[src/rtl/branch_redirect_ctrl_pkg.sv]
// Shared control-path definitions for the RV32I pipeline: redirect FSM states
// and the BrOp bit positions agreed with the branch unit and decoder.
package rv_ctrl_pkg;

  typedef enum logic [1:0] {
    IDLE     = 2'd0,
    REDIRECT = 2'd1,
    DRAIN    = 2'd2
  } redir_state_t;

  localparam int BROP_JUMP_BIT   = 4;
  localparam int BROP_BRANCH_BIT = 3;

  // Drain counter holds at most FLUSH_CYCLES-1 = 3.
  localparam int DRAIN_W = 2;

endpackage

[src/rtl/branch_redirect_ctrl_sat_counter.sv]
// Saturating up-counter with synchronous active-low reset and a synchronous
// clear that takes priority over an increment in the same cycle.
module sat_counter #(
  parameter int W = 16
) (
  input  logic         clk,
  input  logic         rst_n,
  input  logic         clr,
  input  logic         inc,
  output logic [W-1:0] q
);

  logic [W-1:0] count_q;
  logic [W-1:0] count_d;

  always_comb begin
    count_d = count_q;
    if (clr) begin
      count_d = '0;
    end else if (inc && (count_q != {W{1'b1}})) begin
      count_d = count_q + W'(1);
    end
  end

  always_ff @(posedge clk) begin
    if (!rst_n) begin
      count_q <= '0;
    end else begin
      count_q <= count_d;
    end
  end

  assign q = count_q;

endmodule

[src/rtl/branch_redirect_ctrl.sv]
// Turns a resolved branch/jump from EX into a held PC redirect toward fetch,
// flushing wrong-path IF/ID slots and stalling EX until the redirect drains.
module branch_redirect_ctrl
  import rv_ctrl_pkg::*;
#(
  parameter int XLEN         = 32,
  parameter int FLUSH_CYCLES = 2,
  parameter int CNT_W        = 16
) (
  input  logic             clk,
  input  logic             rst_n,
  input  logic             ExValid,
  input  logic [4:0]       BrOp,
  input  logic             NextPCSrc,
  input  logic [XLEN-1:0]  TargetPC,
  input  logic             FetchReady,
  input  logic             ClrCount,
  output logic             RedirectValid,
  output logic [XLEN-1:0]  RedirectPC,
  output logic             FlushIF,
  output logic             FlushID,
  output logic             StallEX,
  output logic [CNT_W-1:0] BranchCount,
  output logic [CNT_W-1:0] TakenCount
);

  redir_state_t       state_q;
  logic [XLEN-1:0]    redirectPc_q;
  logic [DRAIN_W-1:0] drain_q;
  logic               redirectValid_q;
  logic               flushIf_q;
  logic               flushId_q;
  logic               stallEx_q;

  logic idleValid;
  logic brEvent;
  logic branchInc;
  logic takenInc;
  logic unusedBits;

  // The branch unit's taken flag alone defines a redirect, whatever BrOp says.
  assign idleValid = (state_q == IDLE) && ExValid;
  assign brEvent   = ExValid && NextPCSrc;
  assign branchInc = idleValid && BrOp[BROP_BRANCH_BIT];
  assign takenInc  = idleValid && NextPCSrc;

  assign unusedBits = ^{BrOp[BROP_JUMP_BIT], BrOp[2:0], TargetPC[0]};

  always_ff @(posedge clk) begin
    if (!rst_n) begin
      state_q         <= IDLE;
      redirectPc_q    <= '0;
      drain_q         <= '0;
      redirectValid_q <= 1'b0;
      flushIf_q       <= 1'b0;
      flushId_q       <= 1'b0;
      stallEx_q       <= 1'b0;
    end else begin
      case (state_q)
        IDLE: begin
          if (brEvent) begin
            state_q         <= REDIRECT;
            redirectPc_q    <= {TargetPC[XLEN-1:1], 1'b0};
            redirectValid_q <= 1'b1;
            flushIf_q       <= 1'b1;
            flushId_q       <= 1'b1;
            stallEx_q       <= 1'b1;
          end
        end
        REDIRECT: begin
          if (FetchReady) begin
            redirectValid_q <= 1'b0;
            flushIf_q       <= 1'b0;
            if (FLUSH_CYCLES > 1) begin
              state_q <= DRAIN;
              drain_q <= DRAIN_W'(FLUSH_CYCLES - 1);
            end else begin
              state_q   <= IDLE;
              flushId_q <= 1'b0;
              stallEx_q <= 1'b0;
            end
          end
        end
        DRAIN: begin
          // Leaving on the last count keeps DRAIN exactly FLUSH_CYCLES-1 long.
          drain_q <= drain_q - DRAIN_W'(1);
          if (drain_q <= DRAIN_W'(1)) begin
            state_q   <= IDLE;
            flushId_q <= 1'b0;
            stallEx_q <= 1'b0;
          end
        end
        default: begin
          state_q         <= IDLE;
          drain_q         <= '0;
          redirectValid_q <= 1'b0;
          flushIf_q       <= 1'b0;
          flushId_q       <= 1'b0;
          stallEx_q       <= 1'b0;
        end
      endcase
    end
  end

  sat_counter #(.W(CNT_W)) u_branchCount (
    .clk   (clk),
    .rst_n (rst_n),
    .clr   (ClrCount),
    .inc   (branchInc),
    .q     (BranchCount)
  );

  sat_counter #(.W(CNT_W)) u_takenCount (
    .clk   (clk),
    .rst_n (rst_n),
    .clr   (ClrCount),
    .inc   (takenInc),
    .q     (TakenCount)
  );

  assign RedirectValid = redirectValid_q;
  assign RedirectPC    = redirectPc_q;
  assign FlushIF       = flushIf_q;
  assign FlushID       = flushId_q;
  assign StallEX       = stallEx_q;

endmodule

[config.mk]
export PLATFORM = sky130hd
export DESIGN_NAME = branch_redirect_ctrl
export DESIGN_NICKNAME = d
export VERILOG_FILES = /design/src/rtl/branch_redirect_ctrl_pkg.sv /design/src/rtl/branch_redirect_ctrl_sat_counter.sv /design/src/rtl/branch_redirect_ctrl.sv
export SDC_FILE = /design/constraint.sdc
export NUM_CORES = 1
export LEC_CHECK = 0
export ABC_CLOCK_PERIOD_IN_PS = 2260
export CORE_MARGIN = 1
export CORE_UTILIZATION = 46
export CTS_CLUSTER_DIAMETER = 100
export DETAILED_ROUTE_END_ITERATION = 10
export PLACE_DENSITY = 0.8
export SETUP_SLACK_MARGIN = 0.02
export SLEW_MARGIN = 20
export SYNTH_ARGS = -nofsm -noshare
export SYNTH_HDL_FRONTEND = slang
export SYNTH_HIERARCHICAL = 1
export SYNTH_SLANG_ARGS = --single-unit
[constraint.sdc]
create_clock -name clk -period 2.26 [get_ports clk]
set_input_delay 0.226 -clock clk [delete_from_list [all_inputs] [get_ports clk]]
set_output_delay 0.226 -clock clk [all_outputs]
set_load 0.005 [all_outputs]
==> impl_metrics.ini <==
[synthesis]
synth_top_family_by_area = simple AND/OR/NAND/NOR gates
synth_nets = 417
netlist.area_leader.share = 0.414
synth-adder-area-share = 0.0300
synth_cell_type_count = 52
syn_area_per_cell_um2 = 9.12
synthArstFlopShare = 0
yosys.area_share.simple = 0.277
syn_area_um2 = 3340
syn_inst = 366
muxShareOfSynthArea = 0.00900
ys_ff_latch = 69
synth_compound_area_frac = 0.206
synthXorXnorAreaFrac = 0.0210
synth_ff_type = dfxtp_1
synth_top_area_cell = dfxtp_1
synth_edf_count = 0
ys_seq_area_frac = 0.414
ys_top_cells_by_area = dfxtp_1, nand2_1, a21boi_1
ys_warn_count = 6

[global_route]
grt_max_degree = 40
busiest_layer = met2
gr-usage-met2 = 0.365
overflow = 0
use_met1 = 0.265
use_met3 = 0.0493
grt_antenna_before_repair = 0
grt_pass1_vias = 2807
grt_first_pass_wirelength_mm = 12.9
grtUsageTotal = 0.217

[drt]
dr.first_iter.drc_count = 154
drc = 0
drt.antenna.violating_nets = 0
dr_total_vias = 3021
dr.pass1.iters = 4
viasPerCell = 5.31
route.detailed.wl_per_inst_um = 13.8
routed_wl_mm = 7.84

[cells_and_area]
final_common_cell = clkdlybuf4s50_1
antennaDiodeCount = 0
final_cells = 569
final_core_util = 0.664
fillCellCount = 623
stdcell_area_um2 = 4580
nets = 520
layout_common_cells = clkdlybuf4s50_1, nand2_1, dfxtp_1, a21boi_1, nor2_1
syn2layout_area_growth_pct = 37.3
drive_above_1_share = 0.0803

[floorplanning]
initial_core_util = 0.483
dieWidth_um = 87.2
rows = 30
core_area_um2 = 6910
die-height_um = 87.2
dieArea_um2 = 7600
pin_count = 111

[sta]
fin_ws_ns = 0.178
maxSlewViolCount = 0
skew_ns = 0.00438
setup_viol = 0
finalHoldViolCount = 0
tightestPinTransition_ns = 0.518
tns_ns = 0
fmax_mhz = 480
fin_crit_ns = 2.08
slew_headroom = 0.654
rsz0062_at_grt = no
fin_crit_sh = 0.921

[pwr]
p_sw_frac = 0.273
switching_power_uw = 781
p_int_uw = 2080
vdd_ir_drop_max_mv = 0.421
combPwrFrac = 0.231
sequentialPowerShare = 0.472
pwr-share-clk = 0.297
power.density_nw_per_um2 = 625
p_leak_uw = 0.00165

[critical_path]
start_kind = register
cp_top_family = simple AND/OR/NAND/NOR gates
crit_chain = inv_1 -> ha_1 -> and3_2 -> and4_2 -> nand3_4 -> or4_1 -> a21oi_1
critPathKind = reg -> reg
critPathSlowestCell = or4_1
worstPathRequired_ns = 2.52
crit_start = state_q[0]$_SDFFE_PN0P_
arrival_ns = 2.34
cp-end-kind = register
max_stage_delay_ns = 0.44
crit_buf_inv = 1
path_max_fanout = 9
r2r_slack_ns = 0.18
reg2reg_from = state_q[0]$_SDFFE_PN0P_

[place]
io_buffers = 104
gp_congestion = 0.795
placed_cells = 554
dp_hpwl_mm = 5.62
place_area_um2 = 4420
place_ws_ns = 0.0552

[outcome]
run_status = completed

[worst_hold_path]
hp-start = TargetPC[21]
worstHoldPathType = in -> reg

[cts]
clkTransAtPathRegs_ns = 0.07
cts-root-buf = clkbuf_8
numClockSinks = 69
cts_hold_buf = 0
insertion_delay_ns = 0.33
cts_made_buffers = 9
cts_tree = done
cts_max_path_buffers = 2
ctsHtreeMaxLevel = 3

[run]
drv_cap = 0
==> power groups by stage <==
stage	Clock (µW)	Combinational [µW]	Sequential (µW)
after floorplan	0	392	1380
after global placement	0	649	1370
after detailed placement	0	662	1380
after CTS	874	667	1350
after global routing	925	730	1360
final	849	662	1350
==> Yosys cell counts, drive strengths merged, types with 3 or more instances <==
| cell type | n |
|---|---|
| or4 | 4 |
| xor2 | 6 |
| buf | 11 |
| inv | 9 |
| and4 | 6 |
| and3b | 3 |
| a21boi | 34 |
| nor2 | 20 |
| and3 | 3 |
| nor3 | 6 |
| nand3 | 11 |
| a21oi | 8 |
| and2 | 6 |
| dfxtp | 69 |
| nand2b | 4 |
| o31ai | 5 |
| nand4 | 8 |
| o311ai | 7 |
| o21a | 3 |
| nand2 | 77 |
| o31a | 3 |
| nor2b | 4 |
| o21ai | 10 |
| or3 | 5 |
| o41ai | 7 |
| ha | 8 |
| nor4 | 6 |
| mux2i | 3 |
| clkbuf | 5 |
==> through the flow <==
step,hold slack [ns],power [µW]
finish,0.435,2860
global route,0.430,3020
CTS,0.417,2890
detailed placement,0.445,2040
global placement,0.440,2020
floorplan,0.361,1770
==> logic make-up after synthesis <==
logic type / Yosys count
AND/OR/NAND/NOR: 166
AO/OA/AOI/OAI: 86
flip-flops: 69
buffers and inverters: 25
adder cells (fa/ha/maj): 8
XOR/XNOR: 8
multiplexers: 3
other: 1
==> layer usage <==
layer	up-vias	routed length, µm	part of all wire
met4	0	102	0.013
met1	1414	3590	0.46
met5	-	0	0
met3	9	446	0.057
li1	1513	-	-
met2	85	3690	0.47
==> registers in the layout, summed over array words and instances, names as in the netlist <==
name	flops
u_takenCount/q	16
FlushIF	1
drain_q	2
RedirectPC	31
u_branchCount/q	16
StallEX	1
state_q	2
==> worst paths after layout <==
| check | cells after the start | endpoint |
|---|---|---|
| max | 7 | u_branchCount/q[9]$_SDFFE_PP0P_ |
| min reg2reg | 2 | RedirectPC[3]$_SDFFE_PN0P_ |
| max reg2reg | 7 | u_branchCount/q[9]$_SDFFE_PP0P_ |
| min | 3 | RedirectPC[21]$_SDFFE_PN0P_ |
==> what timing repair did <==
action	4_1_cts	5_1_grt
setup buffers	0	0
endpoints found under the setup margin	0	1
gates resized for setup	0	1
==> tightest hold or removal path, cell delays in order <==
cell	delay, ns
clkdlybuf4s50_1	0.40
nand2_1	0.06
a21boi_1	0.05
==> final cells by class <==
type,count,area (µm²),area share
inverters,9,33.8,0.00737
clock buffers,13,149,0.0325
repair buffers,108,1070,0.234
clock inverters,2,10.0,0.00218
multi-input cells,272,1820,0.397
well taps,96,120,0.0262
flip-flops and latches,69,1380,0.301
Power figures use the tool's default switching activity.
